--- src/rtl/fc_neuron_stream.sv ---
// Streaming fully-connected neuron: signed dot product of N_IN x/w pairs plus bias, saturated to OUT_W.
// Optional build macro FC_NEURON_RELU_EN applies ReLU to the saturated result.
module fc_neuron_stream #(
  parameter int N_IN  = 3136,
  parameter int DW    = 30,
  parameter int WW    = 9,
  parameter int OUT_W = 38
) (
  input  logic                    clk,
  input  logic                    rst_n,
  input  logic                    start,
  input  logic signed [WW-1:0]    b,
  input  logic                    in_valid,
  output logic                    in_ready,
  input  logic signed [DW-1:0]    x,
  input  logic signed [WW-1:0]    w,
  output logic                    out_valid,
  input  logic                    out_ready,
  output logic signed [OUT_W-1:0] y,
  output logic                    busy,
  output logic                    sat
);

  localparam int ACC_W = DW + WW + $clog2(N_IN) + 1;
  localparam int PW    = DW + WW;
  // One bit of headroom for the bias add, wide enough to hold the OUT_W clip limits.
  localparam int CMP_W = ((ACC_W + 1 > OUT_W) ? ACC_W + 1 : OUT_W) + 1;
  localparam int CNT_W = $clog2(N_IN + 1);

  localparam logic [1:0] S_IDLE  = 2'd0;
  localparam logic [1:0] S_ACCUM = 2'd1;
  localparam logic [1:0] S_BIAS  = 2'd2;
  localparam logic [1:0] S_OUT   = 2'd3;

  localparam logic [CNT_W-1:0] LAST_BEAT = CNT_W'(N_IN - 1);

  localparam logic signed [CMP_W-1:0] Y_MAX = {{(CMP_W-OUT_W+1){1'b0}}, {(OUT_W-1){1'b1}}};
  localparam logic signed [CMP_W-1:0] Y_MIN = {{(CMP_W-OUT_W+1){1'b1}}, {(OUT_W-1){1'b0}}};

  logic [1:0]               state;
  logic signed [ACC_W-1:0]  acc;
  logic [CNT_W-1:0]         cnt;
  logic signed [WW-1:0]     bias_q;

  logic signed [PW-1:0]     x_ext;
  logic signed [PW-1:0]     w_ext;
  logic signed [PW-1:0]     prod;
  logic signed [ACC_W-1:0]  prod_ext;
  logic signed [CMP_W-1:0]  sum;
  logic signed [OUT_W-1:0]  y_next;
  logic                     sat_next;

  // Operands are widened before the multiply so the full product is formed at PW bits.
  assign x_ext    = {{WW{x[DW-1]}}, x};
  assign w_ext    = {{DW{w[WW-1]}}, w};
  assign prod     = x_ext * w_ext;
  assign prod_ext = {{(ACC_W-PW){prod[PW-1]}}, prod};
  assign sum      = {{(CMP_W-ACC_W){acc[ACC_W-1]}}, acc} + {{(CMP_W-WW){bias_q[WW-1]}}, bias_q};

  // NOTE: every output of this block gets a default first, so no latch can be inferred.
  always_comb begin
    sat_next = 1'b0;
    y_next   = sum[OUT_W-1:0];
    if (sum > Y_MAX) begin
      y_next   = Y_MAX[OUT_W-1:0];
      sat_next = 1'b1;
    end else if (sum < Y_MIN) begin
      y_next   = Y_MIN[OUT_W-1:0];
      sat_next = 1'b1;
    end
`ifdef FC_NEURON_RELU_EN
    if (y_next[OUT_W-1]) y_next = '0;
`else
`endif
  end

  // NOTE: state registers use non-blocking assignments so every flop samples pre-edge values.
  always_ff @(posedge clk or negedge rst_n) begin
    if (!rst_n) begin
      state  <= S_IDLE;
      acc    <= '0;
      cnt    <= '0;
      bias_q <= '0;
      y      <= '0;
      sat    <= 1'b0;
    end else begin
      case (state)
        S_IDLE: begin
          if (start) begin
            acc    <= '0;
            cnt    <= '0;
            bias_q <= b;
            state  <= S_ACCUM;
          end
        end
        S_ACCUM: begin
          if (in_valid) begin
            acc <= acc + prod_ext;
            cnt <= cnt + CNT_W'(1);
            if (cnt == LAST_BEAT) state <= S_BIAS;
          end
        end
        S_BIAS: begin
          y     <= y_next;
          sat   <= sat_next;
          state <= S_OUT;
        end
        S_OUT: begin
          if (out_ready) state <= S_IDLE;
        end
        default: state <= S_IDLE;
      endcase
    end
  end

  assign in_ready  = (state == S_ACCUM);
  assign out_valid = (state == S_OUT);
  assign busy      = (state != S_IDLE);

endmodule

--- config.mk ---
export PLATFORM = sky130hd
export DESIGN_NAME = fc_neuron_stream
export DESIGN_NICKNAME = d
export VERILOG_FILES = /design/src/rtl/fc_neuron_stream.sv
export SDC_FILE = /design/constraint.sdc
export NUM_CORES = 1
export LEC_CHECK = 0
export CAP_MARGIN = 40
export CORE_ASPECT_RATIO = 0.9
export CORE_UTILIZATION = 45
export CTS_BUF_LIST = sky130_fd_sc_hd__clkbuf_16
export CTS_CLUSTER_DIAMETER = 50
export DETAILED_ROUTE_END_ITERATION = 8
export HOLD_SLACK_MARGIN = 0.15
export PLACE_DENSITY_LB_ADDON = 0.12
export SETUP_SLACK_MARGIN = 0.15
export SYNTH_ARGS = -nofsm -noshare
export SYNTH_HDL_FRONTEND = slang
export SYNTH_SLANG_ARGS = --single-unit
--- constraint.sdc ---
create_clock -name clk -period 7.9 [get_ports clk]
set_clock_uncertainty 0.2 [all_clocks]
set_input_delay 1.975 -clock clk [delete_from_list [all_inputs] [get_ports clk]]
set_output_delay 1.975 -clock clk [all_outputs]
set_load 0.005 [all_outputs]
### After elaboration in Yosys (flattened, before gate mapping)

Cells that the tools add are included.
Widths: inputs -> output; s select.

| word-level totals | value |
|---|---|
| bits in registers | 114 |
| input port bits | 53 |
| output and inout port bits | 42 |

| operators by class | value |
|---|---|
| add/subtract/negate cells | 3 |
| multiply operators | 1 |
| order comparisons | 2 |
| eq/ne operators | 8 |
| muxes and demuxes | 15 |
| reductions and logical operators | 6 |

Operator list:

| cell | count |
|---|---|
| $mux 52 | 2 |
| $pmux 52 s2 | 1 |
| $mux 38 | 2 |
| $add 52x9->53 | 1 |
| $gt 53x38->1 const B | 1 |
| $lt 53x38->1 const B | 1 |
| $add 52x39->52 | 1 |
| $mul 30x9->39 | 1 |
| $mux 12 | 2 |
| $pmux 12 s2 | 1 |
| $add 12x1->12 const B | 1 |
| $eq 12x12->1 const B | 1 |
| $mux 2 | 4 |
| $pmux 2 s4 | 1 |
| $eq 2x2->1 const B | 2 |
| $ne 2x1->1 const B | 2 |
| $ne 2x2->1 const B | 2 |
| $reduce_and 4->1 | 1 |
| $reduce_bool 2->1 | 2 |
| $reduce_and 3->1 | 1 |
| $eq 2x1->1 const B | 1 |
| $logic_not 2->1 | 1 |
| $mux 1 | 2 |
| $reduce_and 2->1 | 1 |

### Logic depth before layout (Yosys ltp)

| depth | value |
|---|---|
| depth in word-level cells | 4 |
| mapped depth | 26 |
| mapped depth without buffers | 24 |

### Worst setup path after synthesis

No wires, ideal clock.

| path | value |
|---|---|
| path type | in2reg |
| start | in w[0] |
| end | reg acc[51] |
| arrival | 7660 ps |
| required time | 7570 ps |
| setup slack | -91 ps |
| cell stages on the path | 25 |
| path through | clkbuf_1 -> nand2_1 -> fa_1 -> inv_1 -> fa_1 -> inv_1 -> fa_1 -> inv_1 -> fa_1 -> inv_1 -> fa_1 -> inv_1 -> ha_1 -> a21o_1 -> a21o_1 -> a21o_1 -> a21oi_1 -> nor2b_1 -> o21ai_0 -> nand2b_1 -> a21oi_1 -> nor3b_1 -> a21oi_1 -> xnor2_1 -> o21ai_0 |

| on the way | value |
|---|---|
| cells in the longest elaborated chain, start to end | 4 |

RTL lines:

| element | line | source |
|---|---|---|
| from (decl) | 16 | `input logic signed [WW-1:0] w,` |
| $mul 30x9->39 | 56 | `assign prod = x_ext * w_ext;` |
| $add 52x39->52 | 98 | `acc <= acc + prod_ext;` |
| $mux 52 | 97 | `if (in_valid) begin` |
| $pmux 52 s2 | 87 | `case (state)` |
| to (signal assigned) | 98 |  |
| to (decl) | 41 | `logic signed [ACC_W-1:0] acc;` |

No other way between the ends. The select of a mux whose other input is x is not followed.
A chain may end at the register's enable or synchronous reset.

### Worst setup path in the final report

| path | value |
|---|---|
| start | in x[16] |
| end | reg acc[51] |

| on the way | value |
|---|---|
| cells in the longest elaborated chain, start to end | 4 |

RTL lines:

| element | line | source |
|---|---|---|
| from (decl) | 15 | `input logic signed [DW-1:0] x,` |
| $mul 30x9->39 | 56 |  |
| $add 52x39->52 | 98 |  |
| $mux 52 | 97 |  |
| $pmux 52 s2 | 87 |  |

No other way between the ends. The select of a mux whose other input is x is not followed.

==> impl_results.md <==
* Fin. max-slew vios at 0
* Clock-pin transition on the worst setup and hold timing paths at 60 ps
* Diode count at 0
* Most common cell after layout, fill and taps aside: inv_1
* Final hold vios at 0
* Cells after Synth at 2,253
* # nets final at 3,012
* CP Max Fanout at 6
* Global placer's final weighted congestion at 0.920
* Critical Path Source Type: input port
* Row cnt at 72
* Reg2reg setup slack at 2860 ps
* Final Setup Violations at 0
* Status: complete, no violations
* Worst-Skew Late Latency at 440 ps
* Post-synth ARST share at 100%
* Die height at 200 um
* Clock Sinks at 114
* Number of synthesized register bits at 114
* Achievable Freq at 133 MHz
* Starting Density at 45.6%
* Worst slew pin tran at 889 ps
* Worst Path Arrival at 7650 ps
* Inst Count DP at 3,013
* Number of global-route vias before repair at 17,395
* Clock buffer depth at 2
* Final ANT Viol Nets at 0
* PortBufs at 94
* # Max-Cap Violations at 0
* Via count of the routed design at 16,277
* Syn Area/Cell at 8.67 um^2
* Ys flop type: dfrtp_1
* Util after Layout at 55.7%
* Final min period at 7530 ps
* TritonCTS buffer count at 17
* Initial antenna violation count at 1
* Most frequent cells in the layout: 396 x inv_1, 299 x nand2_1, 268 x fa_1
* Total die area at 0.0443 mm^2
* Sequential area share after synthesis at 14.6%
* YS warnings at 0
* Final worst slack at 365 ps
* Req. time, crit path at 8010 ps
* Syn-to-layout area delta at 22.3%
* Overflow left after global routing at 0
* Place WS at -742 ps
* Hold Path Class: reg2reg
* Slew HR at 40.8%
* Drt wl/cell at 17.0 um
* Cts hold-fix bufs at 0
* First-pass GRT wire length at 87,800 um
* Final worst-path cycle share at 95.4%
* Fill cells at 4,034
* Core area at 0.0429 mm^2
* RSZ-0062 raised after global routing: no
* # DRC at 0
* Non-Filler Instances at 3,071
* Largest net degree at the start of global routing at 68
* Routed Wire Length at 52,100 um
* Setup CP Type: in2reg
* GRT Util Overall at 24.9%
* Post-synth EDFFs at 0
* Root buf cell: clkbuf_16
* I/O pins at 95
* Drt pass-1 iters at 5
* Initial DRC Count at 808
* Vias/cell at 5.30
* Max H-tree Level at 4
* DP HPWL at 40,800 um
* Cell Area, Synth at 0.0195 mm^2
* CP endpoint kind: flop
* Die width at 222 um
* Fraction of layout cells with a size suffix above 1 at 17.0%
* Synth cell types at 87
* CTS tree: yes
* Synth Net Count at 2,762
[per-layer routing]
metal | GRT usage, % | vias to the layer above | wire [um]
met3 | 3.25 | 64 | 1750
met5 | 0 | - | 0
li1 | - | 7791 | -
met2 | 45.8 | 267 | 26800
met1 | 30.9 | 8155 | 22600
met4 | 5.81 | 0 | 911
[cell families after synthesis]
family	Yosys count	share of synthesized area [%]
AOI/OAI and AO/OA	436	15.0
adders and majority gates	456	40.0
DFF	114	14.6
buffers and inverters	508	10.5
muxes	10	0.576
and+or+nand+nor	623	14.5
xor gates and xnor gates	106	4.75
[through the flow]
| stage | cell area, um^2 | setup TNS, ps | hold slack, ps |
|---|---|---|---|
| 3_5_place_dp | 22500 | -14340 | 276 |
| 2_1_floorplan | 19600 | 0 | 278 |
| 3_3_place_gp | 22400 | -13660 | 280 |
| 4_1_cts | 23500 | 0 | 289 |
| 6_report | 23900 | 0 | 282 |
| 5_1_grt | 23900 | 0 | 306 |
[flip-flops by register name, summed over array words and instances (netlist names)]
name    flops
acc        52
bias_q      9
cnt        12
sat         1
state       2
y          38
[layout make-up]
cell class	instances	area, um^2	area share (%)
multi-input combinational	1631	15100	63.4
timing repair buffer	338	3150	13.2
sequential	114	2850	11.9
inverter	401	1510	6.31
tap	555	694	2.90
clock buffer	17	425	1.78
clock inverter	15	120	0.502
[cell usage after synthesis (5+ instances only)]
master	instances	area, um^2
nand2b_1	14	87.6
nand4_1	29	181
a21oi_1	117	586
nor2b_1	9	56.3
xor2_1	48	420
nor3_1	21	105
a211oi_1	10	75.1
a221o_1	24	240
nor2_1	113	424
or3_1	5	31.3
nand3_1	20	100
dfrtp_1	114	2850
nand2_1	304	1140
o21ai_2	5	43.8
o21ai_0	98	490
nor4_1	7	43.8
ha_1	175	2190
o22ai_1	5	31.3
mux2_2	10	113
fa_1	281	5630
o21a_1	12	90.1
inv_1	401	1510
o2bb2ai_1	5	43.8
a22o_1	10	87.6
xnor2_1	58	508
a21o_1	42	315
buf_6	10	113
and2_1	75	469
a21o_2	5	43.8
clkbuf_8	5	68.8
and3_1	8	50.1
a31oi_1	12	75.1
o21bai_1	15	113
clkbuf_1	85	319
o21ai_1	13	65.1
a211o_1	6	52.6
[critical path, cell delays in order]
cell and delay (ps):
clkdlybuf4s15_1 320, buf_4 170, nand2_1 70, fa_1 500
inv_1 50, fa_1 490, fa_1 530, fa_1 550
inv_1 50, fa_1 530, inv_1 40, ha_1 310
nand4_1 170, buf_6 180, nor2b_4 100, a41o_1 190
a21oi_2 50, and3b_2 280, buf_6 140, o31ai_4 340
a21oi_1 120, buf_4 160, a21oi_2 120, xnor2_1 120
o21ai_1 70
[path summary, 6_finish.rpt]
path	from	end	cells past startpoint
worst max-delay path	x[16]	acc[51]$_DFFE_PN0P_	25
worst min-delay path	y[29]$_DFFE_PN0P_	y[29]$_DFFE_PN0P_	1
max in group asynchronous	rst_n	y[31]$_DFFE_PN0P_	2
worst min register to register	y[29]$_DFFE_PN0P_	y[29]$_DFFE_PN0P_	1
min in group asynchronous	rst_n	acc[3]$_DFFE_PN0P_	1
worst max register to register	acc[0]$_DFFE_PN0P_	y[24]$_DFFE_PN0P_	13
[what timing repair did]
action                                 CTS  global route
cloned                                  10             0
endpoints found under the hold margin    0             0
pin swaps                               31           105
setup endpoints to repair               24            24
setup buffers                            5            11
resized for setup                       78           123
Power is left out: the tool's default activity adds up to more than one toggle a clock period on the data nets, which glitch-free logic cannot reach.
